`src/rtl/inst_prefetch_queue_pkg.sv`:
```
// Shared constants and types for the instruction prefetch queue.
// This package stands in for the old mycpu.vh macros: reset PC, fetch size and fetch bus widths.
package inst_prefetch_queue_pkg;
  localparam int               FETCH_AW       = 32;
  localparam int               FETCH_DW       = 32;
  localparam int               DEPTH_DEF      = 4;
  localparam int               PTR_WIDTH_DEF  = 2;
  localparam logic [31:0]      RESET_PC_DEF   = 32'h1c000000;
  localparam logic [1:0]       INST_SIZE_WORD = 2'd2;

  typedef struct packed {
    logic [FETCH_AW-1:0] pc;
    logic [FETCH_DW-1:0] inst;
    logic                done;
  } entry_t;

  function automatic logic [FETCH_AW-1:0] next_pc(input logic [FETCH_AW-1:0] pc);
    return pc + FETCH_AW'(4);
  endfunction
endpackage

```
`src/rtl/inst_prefetch_queue_if.sv`:
```
// Fetch bus to the transfer bridge plus the decode-side {pc, inst} handshake.
interface inst_prefetch_queue_if;
  import inst_prefetch_queue_pkg::*;
  logic                inst_sram_req;
  logic                inst_sram_wr;
  logic [1:0]          inst_sram_size;
  logic [FETCH_AW-1:0] inst_sram_addr;
  logic [3:0]          inst_sram_wstrb;
  logic [FETCH_DW-1:0] inst_sram_wdata;
  logic                inst_sram_addr_ok;
  logic                inst_sram_data_ok;
  logic [FETCH_DW-1:0] inst_sram_rdata;
  logic                fs_valid;
  logic [FETCH_AW-1:0] fs_pc;
  logic [FETCH_DW-1:0] fs_inst;
  logic                fs_ready;

  modport master (
    output inst_sram_req, inst_sram_wr, inst_sram_size, inst_sram_addr, inst_sram_wstrb, inst_sram_wdata,
    input  inst_sram_addr_ok, inst_sram_data_ok, inst_sram_rdata,
    output fs_valid, fs_pc, fs_inst,
    input  fs_ready
  );

  modport slave (
    input  inst_sram_req, inst_sram_wr, inst_sram_size, inst_sram_addr, inst_sram_wstrb, inst_sram_wdata,
    output inst_sram_addr_ok, inst_sram_data_ok, inst_sram_rdata,
    input  fs_valid, fs_pc, fs_inst,
    output fs_ready
  );
endinterface

```
`src/rtl/inst_prefetch_queue_ring.sv`:
```
// Ring of DEPTH {pc, inst, done} entries with head (oldest returned), fill (oldest
// outstanding) and tail (next to issue) pointers; pointers carry one extra wrap bit.
module prefetch_ring
  import inst_prefetch_queue_pkg::*;
#(
  parameter int DEPTH     = DEPTH_DEF,
  parameter int PTR_WIDTH = PTR_WIDTH_DEF
) (
  input  logic                clk,
  input  logic                reset,
  input  logic                clear,
  input  logic                push,
  input  logic [FETCH_AW-1:0] push_pc,
  input  logic                fill,
  input  logic [FETCH_DW-1:0] fill_inst,
  input  logic                pop,
  output logic                head_valid,
  output logic [FETCH_AW-1:0] head_pc,
  output logic [FETCH_DW-1:0] head_inst,
  output logic [PTR_WIDTH:0]  occ,
  output logic [PTR_WIDTH:0]  unfilled
);
  typedef logic [PTR_WIDTH:0] ptr_t;

  ptr_t   head_q, head_d, fill_q, fill_d, tail_q, tail_d;
  entry_t ent_q [DEPTH];
  entry_t ent_d [DEPTH];

  logic [PTR_WIDTH-1:0] head_idx, fill_idx, tail_idx;
  assign head_idx = head_q[PTR_WIDTH-1:0];
  assign fill_idx = fill_q[PTR_WIDTH-1:0];
  assign tail_idx = tail_q[PTR_WIDTH-1:0];

  assign occ        = tail_q - head_q;
  assign unfilled   = tail_q - fill_q;
  // done alone is not enough when head==fill after a full wrap; the pointer test disambiguates
  assign head_valid = ent_q[head_idx].done && (fill_q != head_q);
  assign head_pc    = ent_q[head_idx].pc;
  assign head_inst  = ent_q[head_idx].inst;

  always_comb begin
    head_d = head_q;
    fill_d = fill_q;
    tail_d = tail_q;
    ent_d  = ent_q;
    if (clear) begin
      head_d = '0;
      fill_d = '0;
      tail_d = '0;
      for (int i = 0; i < DEPTH; i++) ent_d[i] = '0;
    end else begin
      if (push) begin
        ent_d[tail_idx].pc = push_pc;
        tail_d             = tail_q + ptr_t'(1);
      end
      if (fill) begin
        ent_d[fill_idx].inst = fill_inst;
        ent_d[fill_idx].done = 1'b1;
        fill_d               = fill_q + ptr_t'(1);
      end
      if (pop) begin
        ent_d[head_idx].done = 1'b0;
        head_d               = head_q + ptr_t'(1);
      end
    end
  end

  always_ff @(posedge clk) begin
    if (reset) begin
      head_q <= '0;
      fill_q <= '0;
      tail_q <= '0;
      for (int i = 0; i < DEPTH; i++) ent_q[i] <= '0;
    end else begin
      head_q <= head_d;
      fill_q <= fill_d;
      tail_q <= tail_d;
      ent_q  <= ent_d;
    end
  end
endmodule

```
`src/rtl/inst_prefetch_queue.sv`:
```
// Instruction fetch front end: issues sequential word fetches, buffers in-order
// responses in a ring, and discards responses that belong to a flushed stream.
module inst_prefetch_queue
  import inst_prefetch_queue_pkg::*;
#(
  parameter int          DEPTH     = DEPTH_DEF,
  parameter int          PTR_WIDTH = PTR_WIDTH_DEF,
  parameter logic [31:0] RESET_PC  = RESET_PC_DEF
) (
  input  logic                  clk,
  input  logic                  reset,
  input  logic                  redirect_valid,
  input  logic [FETCH_AW-1:0]   redirect_pc,
  inst_prefetch_queue_if.master bus
);
  typedef logic [PTR_WIDTH:0] cnt_t;
  localparam logic [PTR_WIDTH+1:0] DEPTH_W = (PTR_WIDTH+2)'(DEPTH);

  logic [FETCH_AW-1:0]  fetch_pc_q, fetch_pc_d;
  cnt_t                 discard_q, discard_d;
  cnt_t                 occ, unfilled;
  logic [PTR_WIDTH+1:0] budget;
  logic                 req, issue, fill_en, drop, pop;
  logic                 head_valid;
  logic [FETCH_AW-1:0]  head_pc;
  logic [FETCH_DW-1:0]  head_inst;

  // ring slots are shared between live entries and responses still owed to a flushed stream
  assign budget  = {1'b0, occ} + {1'b0, discard_q};
  assign req     = !reset && (budget < DEPTH_W);
  assign issue   = req && bus.inst_sram_addr_ok;
  assign drop    = bus.inst_sram_data_ok && (discard_q != '0);
  assign fill_en = bus.inst_sram_data_ok && (discard_q == '0) && (unfilled != '0);
  assign pop     = head_valid && bus.fs_ready;

  always_comb begin
    fetch_pc_d = fetch_pc_q;
    discard_d  = discard_q - cnt_t'(drop);
    if (redirect_valid) begin
      fetch_pc_d = redirect_pc;
      // everything still owed by the bridge after this cycle, including a same-cycle issue
      discard_d  = unfilled + discard_q + cnt_t'(issue) - cnt_t'(fill_en | drop);
    end else if (issue) begin
      fetch_pc_d = next_pc(fetch_pc_q);
    end
  end

  always_ff @(posedge clk) begin
    if (reset) begin
      fetch_pc_q <= RESET_PC;
      discard_q  <= '0;
    end else begin
      fetch_pc_q <= fetch_pc_d;
      discard_q  <= discard_d;
    end
  end

  prefetch_ring #(.DEPTH(DEPTH), .PTR_WIDTH(PTR_WIDTH)) u_ring (
    .clk        (clk),
    .reset      (reset),
    .clear      (redirect_valid),
    .push       (issue),
    .push_pc    (fetch_pc_q),
    .fill       (fill_en),
    .fill_inst  (bus.inst_sram_rdata),
    .pop        (pop),
    .head_valid (head_valid),
    .head_pc    (head_pc),
    .head_inst  (head_inst),
    .occ        (occ),
    .unfilled   (unfilled)
  );

  assign bus.inst_sram_req   = req;
  assign bus.inst_sram_wr    = 1'b0;
  assign bus.inst_sram_size  = INST_SIZE_WORD;
  assign bus.inst_sram_addr  = fetch_pc_q;
  assign bus.inst_sram_wstrb = '0;
  assign bus.inst_sram_wdata = '0;
  assign bus.fs_valid        = head_valid;
  assign bus.fs_pc           = head_pc;
  assign bus.fs_inst         = head_inst;

  a_no_orphan_resp: assert property (@(posedge clk) disable iff (reset)
    !(bus.inst_sram_data_ok && unfilled == '0 && discard_q == '0));
  a_slot_budget: assert property (@(posedge clk) disable iff (reset) budget <= DEPTH_W);
endmodule

```
`src/flat_wrapper.sv`:
```
// flat-port wrapper written by rule: the top's interface ports become plain ports
module inst_prefetch_queue_flat import inst_prefetch_queue_pkg::*;
#(
  parameter int          DEPTH     = DEPTH_DEF,
  parameter int          PTR_WIDTH = PTR_WIDTH_DEF,
  parameter logic [31:0] RESET_PC  = RESET_PC_DEF
)
  (clk, reset, redirect_valid, redirect_pc, bus_inst_sram_req, bus_inst_sram_wr, bus_inst_sram_size, bus_inst_sram_addr, bus_inst_sram_wstrb, bus_inst_sram_wdata, bus_inst_sram_addr_ok, bus_inst_sram_data_ok, bus_inst_sram_rdata, bus_fs_valid, bus_fs_pc, bus_fs_inst, bus_fs_ready);
  inst_prefetch_queue_if bus_i ();
  input  logic clk;
  input  logic reset;
  input  logic redirect_valid;
  input  logic [FETCH_AW-1:0] redirect_pc;
  output wire logic [$bits(bus_i.inst_sram_req)-1:0] bus_inst_sram_req;
  output wire logic [$bits(bus_i.inst_sram_wr)-1:0] bus_inst_sram_wr;
  output wire logic [$bits(bus_i.inst_sram_size)-1:0] bus_inst_sram_size;
  output wire logic [$bits(bus_i.inst_sram_addr)-1:0] bus_inst_sram_addr;
  output wire logic [$bits(bus_i.inst_sram_wstrb)-1:0] bus_inst_sram_wstrb;
  output wire logic [$bits(bus_i.inst_sram_wdata)-1:0] bus_inst_sram_wdata;
  input wire logic [$bits(bus_i.inst_sram_addr_ok)-1:0] bus_inst_sram_addr_ok;
  input wire logic [$bits(bus_i.inst_sram_data_ok)-1:0] bus_inst_sram_data_ok;
  input wire logic [$bits(bus_i.inst_sram_rdata)-1:0] bus_inst_sram_rdata;
  output wire logic [$bits(bus_i.fs_valid)-1:0] bus_fs_valid;
  output wire logic [$bits(bus_i.fs_pc)-1:0] bus_fs_pc;
  output wire logic [$bits(bus_i.fs_inst)-1:0] bus_fs_inst;
  input wire logic [$bits(bus_i.fs_ready)-1:0] bus_fs_ready;
  assign bus_inst_sram_req = bus_i.inst_sram_req;
  assign bus_inst_sram_wr = bus_i.inst_sram_wr;
  assign bus_inst_sram_size = bus_i.inst_sram_size;
  assign bus_inst_sram_addr = bus_i.inst_sram_addr;
  assign bus_inst_sram_wstrb = bus_i.inst_sram_wstrb;
  assign bus_inst_sram_wdata = bus_i.inst_sram_wdata;
  assign bus_i.inst_sram_addr_ok = bus_inst_sram_addr_ok;
  assign bus_i.inst_sram_data_ok = bus_inst_sram_data_ok;
  assign bus_i.inst_sram_rdata = bus_inst_sram_rdata;
  assign bus_fs_valid = bus_i.fs_valid;
  assign bus_fs_pc = bus_i.fs_pc;
  assign bus_fs_inst = bus_i.fs_inst;
  assign bus_i.fs_ready = bus_fs_ready;
  inst_prefetch_queue #(.DEPTH(DEPTH), .PTR_WIDTH(PTR_WIDTH), .RESET_PC(RESET_PC)) u_core (.clk(clk), .reset(reset), .redirect_valid(redirect_valid), .redirect_pc(redirect_pc), .bus(bus_i));
endmodule
```
`config.mk`:
```
export PLATFORM = sky130hd
export DESIGN_NAME = inst_prefetch_queue_flat
export DESIGN_NICKNAME = d
export VERILOG_FILES = /design/src/rtl/inst_prefetch_queue_pkg.sv /design/src/rtl/inst_prefetch_queue_if.sv /design/src/rtl/inst_prefetch_queue_ring.sv /design/src/rtl/inst_prefetch_queue.sv /design/src/flat_wrapper.sv
export SDC_FILE = /design/constraint.sdc
export NUM_CORES = 1
export LEC_CHECK = 0
export CAP_MARGIN = 20
export CORE_MARGIN = 1
export CORE_UTILIZATION = 50
export DETAILED_ROUTE_END_ITERATION = 7
export PLACE_DENSITY = 0.86
export SYNTH_ARGS = -nofsm -noshare
export SYNTH_HDL_FRONTEND = slang
export SYNTH_SLANG_ARGS = --single-unit
export TNS_END_PERCENT = 10
```
`constraint.sdc`:
```
create_clock -name clk -period 6.7 [get_ports clk]
set_input_delay 1.005 -clock clk [delete_from_list [all_inputs] [get_ports clk]]
set_output_delay 1.005 -clock clk [all_outputs]
set_load 0.1 [all_outputs]
```
# ---- Word-level counts from Yosys, hierarchy flattened
# Index checks and enable logic that the tools add are counted.
dict set report totals {
  ff_bits 304
  word_cells 79
  output_inout_bits 137
  in_bits 70
}
dict set report op_classes {
  mux 23
  n_bitwise 4
  order_cmp 7
  reduce_logical 16
  addsub 11
  n_eq_ne 1
}
# op count
set op_table {}
lappend op_table {{260-bit 2-to-1 mux} 5}
lappend op_table {{260-bit bitwise mux} 4}
lappend op_table {{65-bit demux with 2-bit select} 4}
lappend op_table {{65-bit 2-to-1 mux} 3}
lappend op_table {{65-bit binary-select mux with 2-bit select} 1}
lappend op_table {{32-bit 2-to-1 mux} 2}
lappend op_table {{33-bit 2-to-1 mux} 1}
lappend op_table {{32-bit by 3-bit adder with 32-bit output, second input constant} 1}
lappend op_table {{1-bit logical AND} 10}
lappend op_table {{3-bit by 1-bit adder with 3-bit output, second input constant} 3}
lappend op_table {{3-bit greater-or-equal comparator, second input constant} 3}
lappend op_table {{3-bit by 1-bit less-than comparator with 1-bit output, second input constant} 3}
lappend op_table {{2-bit inverter with 3-bit output} 3}
lappend op_table {{3-bit subtractor} 3}
lappend op_table {{3-bit nonzero test} 2}
lappend op_table {{3-bit by 3-bit adder with 4-bit output} 1}
lappend op_table {{4-bit by 3-bit less-than comparator with 1-bit output, second input constant} 1}
lappend op_table {{3-bit by 1-bit adder with 3-bit output} 1}
lappend op_table {{3-bit adder} 1}
lappend op_table {{3-bit zero test} 1}
lappend op_table {{3-bit 2-to-1 mux} 1}
lappend op_table {{3-bit != test} 1}
lappend op_table {{3-bit by 1-bit subtractor with 3-bit output} 1}
lappend op_table {{1-bit 2-to-1 mux} 2}
lappend op_table {{other kinds (4)} 4}

# ---- Logic depth before layout (Yosys ltp)
dict set report logic_depth {
  ltp_word 14
  ltp_mapped 19
  ltp_nobuf 17
}

# ---- Cells and area by module
# Synthesis repeated with hierarchy kept, for this count alone.
dict set report unflattened {
  hier_cells 1636
  area_unflattened_um2 15870.2
}
# module area_each_um2 instances seq_area_each_um2 cells_per_inst
set by_module_without_submodules {}
lappend by_module_without_submodules {prefetch_ring 13394.1 1 5385.2 1327}
lappend by_module_without_submodules {inst_prefetch_queue 2476.1 1 700.7 309}

# ---- Least setup slack after synthesis
# No wires, ideal clock.
dict set report synth_path {
  kind {register to register}
  from {reg u_core.u_ring.head_q[1]}
  to {reg u_core.discard_q[2]}
  required_ns 6.629
  arrival_time_ns 5.297
  period_less_slack_ns 5.368
  setup_time_ns 0.071
  path_stages_with_launch 20
  n_path_buf 4
  path_slack_ns 1.332
  path_cell_list {dfxtp_1 clkbuf_1 buf_1 buf_1 inv_1 fa_1 xor2_1 xnor2_1 ha_1 nor4_1 clkbuf_1 nand3_1 ha_1 inv_1 fa_1 fa_1 xor2_1 xnor2_1 a211o_1 a21oi_1}
}
dict set report synth_between {
  elab_chain_cells 8
}
# element line
set synth_rtl {}
lappend synth_rtl {{start: declaration} inst_prefetch_queue_ring.sv:25} ;# ptr_t head_q, head_d, fill_q, fill_d, tail_q, tail_d;
lappend synth_rtl {{start signal: assignment} inst_prefetch_queue_ring.sv:70} ;# head_q <= '0;
lappend synth_rtl {{start signal: assignment} inst_prefetch_queue_ring.sv:75} ;# head_q <= head_d;
lappend synth_rtl {{3-bit subtractor} inst_prefetch_queue_ring.sv:34} ;# assign occ = tail_q - head_q;
lappend synth_rtl {{3-bit by 3-bit adder with 4-bit output} inst_prefetch_queue.sv:29} ;# assign budget = {1'b0, occ} + {1'b0, discard_q};
lappend synth_rtl {{4-bit by 3-bit less-than comparator with 1-bit output} inst_prefetch_queue.sv:30} ;# assign req = !reset && (budget < DEPTH_W);
lappend synth_rtl {{1-bit logical AND} inst_prefetch_queue.sv:30}
lappend synth_rtl {{1-bit logical AND} inst_prefetch_queue.sv:31} ;# assign issue = req && bus.inst_sram_addr_ok;
lappend synth_rtl {{3-bit by 1-bit adder with 3-bit output} inst_prefetch_queue.sv:42} ;# discard_d = unfilled + discard_q + cnt_t'(issue) - cnt_t'(fill_en | drop);
lappend synth_rtl {{3-bit subtractor} inst_prefetch_queue.sv:42}
lappend synth_rtl {{3-bit 2-to-1 mux} inst_prefetch_queue.sv:39} ;# if (redirect_valid) begin
lappend synth_rtl {{end signal: assignment} inst_prefetch_queue.sv:54} ;# discard_q <= discard_d;
lappend synth_rtl {{end: declaration} inst_prefetch_queue.sv:20} ;# cnt_t discard_q, discard_d;
# Every way passes these cells.
# A chain may end at the register's enable or synchronous reset.

# ---- Worst setup path in the final report
dict set report layout_path {
  from {reg u_core.u_ring.head_q[1]}
  to {out bus_inst_sram_req}
}
dict set report layout_between {
  elab_chain_cells 4
}
# element line
set layout_rtl {}
lappend layout_rtl {{3-bit subtractor} inst_prefetch_queue_ring.sv:34}
lappend layout_rtl {{3-bit by 3-bit adder with 4-bit output} inst_prefetch_queue.sv:29}
lappend layout_rtl {{4-bit by 3-bit less-than comparator with 1-bit output} inst_prefetch_queue.sv:30}
lappend layout_rtl {{1-bit logical AND} inst_prefetch_queue.sv:30}
lappend layout_rtl {{end: declaration} flat_wrapper.sv:14} ;# output wire logic [$bits(bus_i.inst_sram_req)-1:0] bus_inst_sram_req;
# Every way passes these cells.

==> key figures <==
Floorplanning
  – Initial Util: 51.1%
  – Core footprint: 27000 sq um
  – Die width: 168 microns
  – Die area: 28300 sq um
  – Rows: 60
  – # IOs: 207
  – Die height: between 150 and 200 microns

Routing
  – Vias/cell: between 5 and 6
  – Via count: between 10000 and 15000
  – Detailed Route WL: around 35000 microns
  – 1st-iter DRT viols: 1011
  – DR WL/cell: 18.3 microns
  – Drt pass-1 iters: 5
  – Routed Antenna Nets: 0
  – Remaining DRCs: 0

Global routing
  – GRT Util Overall: 24.5%
  – Largest net degree at the start of global routing: 132
  – First-pass GRT wire length: 56000 microns
  – Initial antenna violation count: 0
  – Vias in the first global route: 10941
  – Total congestion overflow: 0

Critical path
  – Critical Path, Cell by Cell: inv_1, fa_1, xor2_1, xnor2_1, ha_1, or4_4, nor2_1, clkdlybuf4s50_1
  – R2R depth: 16
  – Startpoint Class: register
  – Setup CP Type: register to primary output
  – R2r endpoint: u_core.discard_q[2]
  – Worst-case register-to-register setup slack: 1950 ps
  – CP Capture Type: primary output
  – Buf/Inv on CP: 2
  – Data required, critical path: 5690 ps
  – Crit path largest cell delay: 1170 ps
  – Worst Path Arrival: 4380 ps
  – Max stage delay cell, worst path: clkdlybuf4s50_1
  – RR Startpoint: u_core.u_ring.head_q[1]
  – Critical-path maximum fanout: 26
  – Delay-heaviest family, CP: buffers and inverters

Synthesis
  – Top cell type's share of synthesized area: 44.1%
  – Seq/Total Area, Yosys: about 44%
  – Post-synth EDFFs: 0
  – Share of flip-flops with an asynchronous set or reset: 0%
  – Cell type with the largest total area after synthesis: dfxtp_1
  – Syn avg cell area: 9.31 sq um
  – Cell Area, Synth: between 10000 and 15000 sq um
  – Synth unique cells: 53
  – Top post-synthesis cells by count: dfxtp_1, nand2_1, nor2_1
  – Syn. warnings: 0
  – Ys flop type: dfxtp_1
  – Ranking of synthesized cells by area: dfxtp_1, mux4_2, mux2i_1
  – Synthesized flop and latch total: 304
  – Cell count after synthesis: 1482
  – Most instantiated library cell after synthesis: dfxtp_1

Power and ir drop
  – Clk pwr share: 43.8%
  – Comb power frac: 13.4%
  – P_int: 3.19 mW
  – Sw Share: 27.8%
  – Worst vdd ir: 0.205 mV
  – Design Power: roughly 4.4 mW
  – Leakage power: 6.47 nW
  – Seq pwr share: around 43%
  – NetSw: ~1.2 mW
  – PwrDens: 266 nW/um^2

CTS
  – CTS Buf Count: 34
  – Hold buffer count at cts: 0
  – Clock Tree Root: clkbuf_16
  – CTS tree: done
  – Worst-Skew Late Latency: roughly 500 ps
  – Clk sinks: 304
  – CTS resizes: 0
  – Setup Buffers After CTS: 0
  – Htree depth: 2
  – CTS Buffer Depth: 3
  – Clk slew on worst S/H paths: roughly 60 ps

Timing
  – TNS Setup: 0 ps
  – Post-layout min period: 5390 ps
  – Final Hold Fails: 0
  – Worst slew pin tran: 1120 ps
  – Fin. max-slew vios: 0
  – Post-route setup slack: 1310 ps
  – Peak Freq: 186 MHz
  – Setup violators final: 0
  – Max transition margin: 25.3%
  – Period Utilization, post-route: between 80% and 90%
  – RSZ-0062 raised after global routing: no
  – Setup Skew: 16.0 ps
  – Worst hold margin: 452 ps

Finish
  – FILL cells: 2090
  – Core Util, Final: 61.4%
  – Final cell count without fillers: 1940
  – Layout cells sized above 1: a little under a tenth
  – N_diodes: 0
  – Synth-to-Final Area Change: 20.3%
  – Final instance area: 16600 sq um
  – Nets: 1669

Placement
  – Hpwl dp: 22100 microns
  – Placer congestion estimate: 0.843
  – Cell count after placement: 1879
  – Buffers added on ports: 167
  – Placed Area: 15400 sq um
  – Pre-CTS setup slack: 1900 ps

Job
  – Total of max-cap violations: 0

Worst hold path
  – Hold path depth: 2
  – Hold Path Class: register to register

Outcome
  – Status: finished clean
power groups by stage:
| stage | combinational, mW | sequential [mW] | clock, mW |
|---|---|---|---|
| after floorplan | 0.377 | 2.00 | 0 |
| after global placement | 0.575 | 1.93 | 0 |
| after detailed placement | 0.584 | 1.93 | 0 |
| after CTS | 0.587 | 1.89 | 1.96 |
| after global routing | 0.620 | 1.89 | 2.03 |
| final | 0.590 | 1.89 | 1.93 |
area by class of cell:
type	instances	area, sq um	share of cell area, %
repair buffers	184	1810	10.9
clock buffers	54	1090	6.57
inverters	24	90.1	0.543
multi-input cells	1026	6980	42.1
well taps	341	427	2.57
flip-flops and latches	304	6090	36.7
clock inverters	7	95.1	0.573
layer usage:
metal | vias to the layer above | GRT usage (%) | share of wire [%]
met5 | - | 0 | 0
met4 | 0 | 7.63 | 2.0
met3 | 66 | 6.09 | 9.5
met2 | 524 | 42.0 | 49
met1 | 5446 | 30.3 | 40
li1 | 5260 | - | -
layout by cell type (no fill, tap or decap), types with 5 or more instances in the layout:
| cell type | synthesis | final |
|---|---|---|
| a211oi_1 | 6 | 6 |
| a21oi_1 | 134 | 134 |
| a311oi_1 | 16 | 16 |
| and4_1 | 10 | 8 |
| buf_4 | 40 | 16 |
| clkbuf_1 | 111 | 7 |
| clkbuf_16 | 0 | 37 |
| clkbuf_8 | 0 | 10 |
| clkdlybuf4s50_1 | 0 | 167 |
| conb_1 | 2 | 39 |
| dfxtp_1 | 304 | 302 |
| ha_1 | 21 | 21 |
| inv_1 | 24 | 24 |
| mux2i_1 | 134 | 134 |
| mux4_2 | 65 | 65 |
| nand2_1 | 273 | 273 |
| nand3_1 | 13 | 13 |
| nand4_1 | 16 | 16 |
| nor2_1 | 171 | 171 |
| nor3_1 | 7 | 7 |
| nor4_1 | 7 | 7 |
| o211ai_1 | 5 | 5 |
| o21ai_0 | 12 | 12 |
| o31ai_1 | 14 | 14 |
| or3_1 | 8 | 8 |
| or4_1 | 15 | 15 |
| xnor2_1 | 6 | 6 |
| xor2_1 | 10 | 10 |
cell families after synthesis:
family                     Yosys count  synth area share [%]
buffers and inverters              189                  6.31
DFF                                304                  44.1
adders and majority gates           25                  2.48
AOI/OAI and AO/OA                  206                  8.78
other                                2                0.0544
and+or+nand+nor                    540                  16.7
xor gates and xnor gates            17                  1.18
muxes                              199                  20.3
tightest hold or removal path, delay by kind of cell (launching register included):
kind / cells / cell delay [ps]
flip-flops: 1 / 310
AO/OA/AOI/OAI: 1 / 50
AND/OR/NAND/NOR: 1 / 50
worst max path at each step:
| stage | from | end | slack, ps | cells past startpoint |
|---|---|---|---|---|
| 4_1_cts | u_core.u_ring.head_q[1] | bus_inst_sram_req | 1310 | 8 |
| 3_5_place_dp | u_core.u_ring.head_q[1] | bus_inst_sram_req | 1900 | 8 |
| 6_report | u_core.u_ring.head_q[1] | bus_inst_sram_req | 1310 | 8 |
| 2_1_floorplan | u_core.u_ring.head_q[1] | u_core.discard_q[2] | 1330 | 19 |
| 5_1_grt | u_core.u_ring.head_q[1] | bus_inst_sram_req | 1100 | 8 |
| 3_3_place_gp | u_core.u_ring.head_q[1] | bus_inst_sram_req | 1940 | 8 |
Note: power is estimated with default switching activity, not from simulation.
